[src/rtl/layer_mac_sequencer.sv]
// Serial binary-weight fully-connected layer: one multiply-accumulate per cycle,
// walking the output neurons in order and writing saturated results to the next buffer.
module layer_mac_sequencer #(
  parameter int dataWidth     = 8,
  parameter int NsInPrevLayer = 784,
  parameter int NsInNextLayer = 30,
  parameter int accWidth      = dataWidth + $clog2(NsInPrevLayer) + 1,
  localparam int AW = (NsInPrevLayer > 1) ? $clog2(NsInPrevLayer) : 1,
  localparam int MW = (NsInNextLayer > 1) ? $clog2(NsInNextLayer) : 1
) (
  input  logic                     clk,
  input  logic                     rst,
  input  logic                     start,
  output logic                     busy,
  output logic                     done,
  output logic                     wt_rd_en,
  output logic [MW-1:0]            wt_row_addr,
  input  logic [NsInPrevLayer-1:0] wt_row,
  output logic                     act_rd_en,
  output logic [AW-1:0]            act_addr,
  input  logic [dataWidth-1:0]     act_data,
  output logic                     out_we,
  output logic [MW-1:0]            out_addr,
  output logic [dataWidth-1:0]     out_data
);

  typedef enum logic [2:0] {IDLE, LOAD, MAC, DRAIN, WRITE, DONE} state_t;

  localparam logic [AW-1:0] LAST_J = AW'(NsInPrevLayer - 1);
  localparam logic [MW-1:0] LAST_I = MW'(NsInNextLayer - 1);

  state_t                   state_q, state_d;
  logic [MW-1:0]            i_q, i_d;
  logic [AW-1:0]            j_q, j_d;
  logic [accWidth-1:0]      acc_q, acc_d;
  logic [NsInPrevLayer-1:0] rowreg_q, rowreg_d;
  logic [accWidth-1:0]      act_ext;
  logic                     sat;

  assign act_ext = accWidth'(act_data);
  assign sat     = |acc_q[accWidth-1:dataWidth];

  always_ff @(posedge clk) begin
    if (rst) begin
      state_q  <= IDLE;
      i_q      <= '0;
      j_q      <= '0;
      acc_q    <= '0;
      rowreg_q <= '0;
    end else begin
      state_q  <= state_d;
      i_q      <= i_d;
      j_q      <= j_d;
      acc_q    <= acc_d;
      rowreg_q <= rowreg_d;
    end
  end

  // Read data arrives one cycle after its strobe, so MAC cycle j consumes element j-1
  // and DRAIN consumes the last one.
  always_comb begin
    state_d     = state_q;
    i_d         = i_q;
    j_d         = j_q;
    acc_d       = acc_q;
    rowreg_d    = rowreg_q;
    busy        = 1'b0;
    done        = 1'b0;
    wt_rd_en    = 1'b0;
    wt_row_addr = '0;
    act_rd_en   = 1'b0;
    act_addr    = '0;
    out_we      = 1'b0;
    out_addr    = '0;
    out_data    = '0;
    case (state_q)
      IDLE: begin
        if (start) begin
          state_d = LOAD;
          i_d     = '0;
        end
      end
      LOAD: begin
        busy        = 1'b1;
        wt_rd_en    = 1'b1;
        wt_row_addr = i_q;
        j_d         = '0;
        state_d     = MAC;
      end
      MAC: begin
        busy      = 1'b1;
        act_rd_en = 1'b1;
        act_addr  = j_q;
        if (j_q == '0) begin
          rowreg_d = wt_row;
        end else if (rowreg_q[j_q - 1'b1]) begin
          acc_d = acc_q + act_ext;
        end
        if (j_q == LAST_J) begin
          state_d = DRAIN;
        end else begin
          j_d = j_q + 1'b1;
        end
      end
      DRAIN: begin
        busy = 1'b1;
        if (rowreg_q[NsInPrevLayer-1]) begin
          acc_d = acc_q + act_ext;
        end
        state_d = WRITE;
      end
      WRITE: begin
        busy     = 1'b1;
        out_we   = 1'b1;
        out_addr = i_q;
        out_data = sat ? '1 : acc_q[dataWidth-1:0];
        acc_d    = '0;
        if (i_q == LAST_I) begin
          state_d = DONE;
        end else begin
          i_d     = i_q + 1'b1;
          state_d = LOAD;
        end
      end
      DONE: begin
        busy    = 1'b1;
        done    = 1'b1;
        state_d = IDLE;
      end
      default: state_d = IDLE;
    endcase
  end

endmodule

[config.mk]
export PLATFORM = sky130hd
export DESIGN_NAME = layer_mac_sequencer
export DESIGN_NICKNAME = d
export VERILOG_FILES = /design/src/rtl/layer_mac_sequencer.sv
export SDC_FILE = /design/constraint.sdc
export NUM_CORES = 2
export LEC_CHECK = 0
export CELL_PAD_IN_SITES_DETAIL_PLACEMENT = 1
export CELL_PAD_IN_SITES_GLOBAL_PLACEMENT = 2
export CORE_MARGIN = 2
export CORE_UTILIZATION = 29
export CTS_CLUSTER_SIZE = 10
export DETAILED_ROUTE_END_ITERATION = 8
export PLACE_DENSITY_LB_ADDON = 0.1
export SLEW_MARGIN = 20
export SYNTH_ARGS = -nofsm -noshare
export SYNTH_HDL_FRONTEND = slang
export SYNTH_SLANG_ARGS = --single-unit
[constraint.sdc]
create_clock -name clk -period 6.2 [get_ports clk]
set_input_delay 1.24 -clock clk [delete_from_list [all_inputs] [get_ports clk]]
set_output_delay 1.24 -clock clk [all_outputs]
set_load 0.02 [all_outputs]
# --- Word level (Yosys, flattened, before mapping) ---
# Cells that the tools add are included.
word_totals:
  reg_bits: 821
  input_bits: 795
  out_inout_bits: 33
  wordCells: 61
classes:
  n_addsub: 4
  order_cmp: 1
  n_eq_ne: 14
  mux: 25
  reduce_logical: 12
ops:
  columns: ["operator", "n"]
  rows:
  - ["$mux W19", 3]
  - ["$pmux W19 S3", 1]
  - ["$mux W10", 2]
  - ["$mux W5", 4]
  - ["$pmux W10 S2", 1]
  - ["$add A19 B8 Y19", 1]
  - ["$mux W8", 2]
  - ["$pmux W3 S5", 1]
  - ["$ne A2 B2 Y1 const B", 7]
  - ["$lt A10 B11 Y1 const B", 1]
  - ["$reduce_or A11 Y1", 1]
  - ["$add A10 B1 Y10 const B", 1]
  - ["$bmux W1 S10", 1]
  - ["$eq A10 B10 Y1 const B", 1]
  - ["$logic_not A10 Y1", 1]
  - ["$pmux W5 S2", 1]
  - ["$sub A10 B1 Y10 const B", 1]
  - ["$mux W3", 3]
  - ["$eq A3 B2 Y1 const B", 2]
  - ["$eq A3 B3 Y1 const B", 2]
  - ["$mux W1", 6]
  - ["$reduce_and A2 Y1", 3]
  - ["$add A5 B1 Y5 const B", 1]
  - ["$eq A5 B5 Y1 const B", 1]
  - ["other kinds (7)", 8]

# --- Logic depth before layout (Yosys ltp) ---
depth:
  depth_word: 6
  ltp_mapped: 21
  ltp_nobuf: 13

# --- Worst setup path before layout ---
# No wires, ideal clock.
synth_path:
  path_type: "register -> register"
  start: "register j_q[0]"
  end: "register acc_q[10]"
  setup_ns: 0.125
  t_arrival_ns: 4.436
  path_slack_ns: 1.640
  stages_incl_launch_ff: 21
  cell_sequence: "dfxtp_1 > buf_6 > buf_6 > buf_2 > inv_2 > buf_1 > ha_1 > buf_2 > buf_2 > buf_2 > clkbuf_1 > mux4_2 > mux2i_1 > o22ai_1 > nor4_1 > nor3_1 > a211o_1 > a221oi_4 > or2b_4 > buf_8 > o32ai_2"
synth_via:
  elab_chain_len: 5
synth_lines:
  columns: ["item", "line_no", "rtl"]
  rows:
  - ["start: declaration", "34", "logic [AW-1:0] j_q, j_d;"]
  - ["start signal: assignment", "53", "j_q <= j_d;"]
  - ["$sub A10 B1 Y10", "96", "end else if (rowreg_q[j_q - 1'b1]) begin"]
  - ["$bmux W1 S10", "96", null]
  - ["$mux W1 (implied by the code)", "96", null]
  - ["$ne A2 B2 Y1 (no source line)", null, null]
  - ["$reduce_and A4 Y1 (no source line) (*)", null, null]
  - ["end signal: assignment", "48", "acc_q <= '0;"]
  - ["end signal: assignment", "54", "acc_q <= acc_d;"]
  - ["end: declaration", "35", "logic [accWidth-1:0] acc_q, acc_d;"]
# Mark *: on every way between the ends. The rest lies on a longest branch, timed or not. The select of a mux whose other input is x is not followed.
# A chain may end at the register's enable or synchronous reset.

# --- Worst setup path after layout ---
layout_path:
  start: "register j_q[1]"
  end: "register acc_q[9]"
# Same word-level chain as after synthesis.

==> impl_results.md <==
- Status: complete, no violations
- Worst-path fanout max: 32
- Tightest Pin Transition: approximately 1.1 ns
- DRT antenna net count: 0
- Post-CTS Setup Repair Bufs: 0
- Synth Flop Type: dfxtp_1
- CTS tree: built
- WS Path Type: reg -> reg
- Clk_lat worst skew: ~0.69 ns
- Hold Vio Cnt, Final: 0
- Final setup margin: 0.662 ns
- Num CTS Buffers: 101
- Pwr Total: ~15 mW
- Leakage power: between 15 and 20 nW
- Post-synth ARST share: 0%
- CTS Root Cell: clkbuf_16
- Top Ports: ~830
- Clk_skew: about 0.017 ns
- Yosys cell types: between 80 and 90
- Synth top cells by count: nand2_1 (1725), a21oi_1 (841), dfxtp_1 (821), clkbuf_1 (280), mux4_2 (183)
- Fin nets: between 5k and 6k
- Max H-tree Level: 3
- Vias per cell: just over 5
- Initial Util: slightly below 30%
- Synthesis warning total: 0
- P&R area growth vs syn: 34.8%
- Register-to-Register Path Depth: 13
- Pre-CTS WS: between 0.6 and 0.7 ns
- Final min period: between 5 and 6 ns
- Post-synth top area cell: dfxtp_1
- Bufs on Longest Clock Path: 3
- Top cell type's share of synthesized area: 45.5%
- Cts repair resizes: 0
- First drt pass iteration count: 4
- Core area: between 0.1 and 0.15 mm2
- GRT overflow: 0
- Layout cells sized above 1: 8.26%
- WP data required: between 6 and 7 ns
- Post-synthesis sequential area ratio: a little under half
- Clk sink count: about 800
- Detailed-route DRC error count: 0
- # fillers: around 15k
- Mean Syn Cell Area: 8.23 um2
- Max-slew violations: 0
- Clock transition at path regs: roughly 0.060 ns
- Initial antenna violation count: 29
- Mapped Nets: approximately 5.2k
- Synth Register Bits: 821
- Worst vdd rail ir drop: around 200 uV
- EDFF count, synth: 0
- RD Place Congestion: 0.818
- Reg area: about 0.016 mm2
- Setup TNS: 0 ns
- Rows: 129
- Power density cells: 305 mW/mm2
- Crit start category: flip-flop
- Hold path cells: 2
- Initial DRC count: ~2.2k
- Synth Cell Area: around 0.036 mm2
- Final worst-path cycle share: 89.3%
- Maxcap violations: 0
- Largest net degree at the start of global routing: 197
- Slew margin rel.: between 20% and 30%
- CP Capture Type: flip-flop
- Total die area: around 0.13 mm2
- Global-route wire length before repair: between 200000 and 250000 um
- Multi-input logic area: between 0.015 and 0.02 mm2
- Gate Count Post-Synth: between 4k and 5k
- RSZ-0062 raised after global routing: false
- Die Span Y: 357 um
- CP Data Arrival Time: a little over 6 ns
- Post-detail-place hpwl: between 100000 and 150000 um
- Setup violators final: 0
- Routed Wire Length: approximately 160000 um
- Port Buf Inserts: approximately 830
- Most frequent cell after synthesis: nand2_1
- Die Wd: ~360 um
- Fmax: between 150 and 200 MHz
- CTS Hold Bufs: 0
- Vias in the first global route: 34.6k
- Area contributors post-synth: dfxtp_1 (46%), nand2_1 (18%), a21oi_1 (12%), mux4_2 (11%), clkbuf_1 (2.9%)
- Routed len/inst: between 20 and 25 um
- Vias: between 30k and 40k
- Total GRT Usage: about a quarter
- Class of the worst hold path: reg -> reg
sequential cells by signal, summed over array words and instances, names as in the netlist:
signal / cells
j_q: 10
rowreg_q: 784
state_q: 3
acc_q: 19
i_q: 5
cell families (layout without fill, tap and decap cells):
logic type | after synthesis | count (layout) | synth area share, %
xor+xnor | 20 | 20 | 0.547
buf+inv | 372 | 1067 | 4.59
other cells | 0 | 10 | 0
simple gates | 1967 | 1967 | 21.7
flops | 821 | 821 | 45.5
mux | 235 | 235 | 13.0
fa+ha+maj | 13 | 13 | 0.471
compound gates | 962 | 962 | 14.2
worst paths after layout:
path	slack [ns]	startpoint	end
worst min register to register	0.45	rowreg_q[412]	rowreg_q[412]
worst max-delay path	0.66	j_q[1]	acc_q[9]
worst max register to register	0.66	j_q[1]	acc_q[9]
worst min-delay path	0.45	rowreg_q[412]	rowreg_q[412]
area by class of cell:
type,count,share of cell area (%)
antenna,10,0.0514
timing repair buffer,882,18.4
clock buffer,151,5.95
multi-input combinational,3197,37.2
sequential,821,33.8
clock inverter,17,0.357
inverter,17,0.131
tap,1637,4.21
layer usage:
metal  vias to the layer above  part of all wire [%]  global-route usage, %
met3                       216                   5.3                   4.39
met2                       841                    49                   41.5
met4                        24                   3.3                   8.59
met1                     16600                    43                   31.3
li1                      16100                     -                      -
met5                         -                 0.098                      0
through the flow:
step	util (%)	hold slack, ns	area, um2	instances
finish	39.4	0.450	48700	6732
global route	39.4	0.467	48700	6730
CTS	39.4	0.453	48700	6722
detailed placement	36.9	0.445	45600	6554
global placement	36.9	0.439	45600	6554
floorplan	-	0.432	36100	4390
cell usage in the layout (no fill, tap or decap), types with 6 or more instances in the layout:
cell / synthesis / routed
xnor2_1: 7 / 7
nor2_1: 62 / 59
a31oi_1: 6 / 6
mux2i_1: 46 / 46
nand2_1: 1725 / 1725
nor2b_1: 13 / 13
and3_1: 12 / 11
a21oi_1: 841 / 841
nor4_1: 13 / 12
mux4_2: 183 / 183
nand2b_1: 6 / 6
clkdlybuf4s50_1: 0 / 826
dfxtp_1: 821 / 820
and2_1: 15 / 15
o21ai_0: 36 / 36
diode_2: 0 / 10
o22ai_1: 13 / 13
nand3_1: 49 / 49
inv_1: 16 / 16
clkbuf_8: 0 / 16
clkbuf_1: 280 / 33
clkbuf_16: 0 / 102
clkinv_2: 0 / 10
buf_12: 1 / 20
ha_1: 12 / 11
nand4_1: 10 / 10
nor3_1: 23 / 23
xor2_1: 10 / 10
buf_4: 27 / 35
or3_1: 9 / 9
worst max-delay path, cell delays in order (launching register included):
cell and delay [ns]:
dfxtp_1 0.69, inv_1 0.18, ha_4 0.71, buf_12 0.31, buf_12 0.19, mux4_2 0.29, mux2i_1 0.21, o22ai_1 0.11
nor4_1 0.68, nor4_1 0.19, a211o_1 0.41, a221oi_4 0.87, or2b_4 0.36, o32ai_1 0.10
where the power goes:
part / switching, mW / internal (mW)
clock network: 2.40 / 3.25
logic: 1.83 / 1.31
registers: 0.291 / 5.75
No activity file was read; power rests on OpenSTA's default activity.
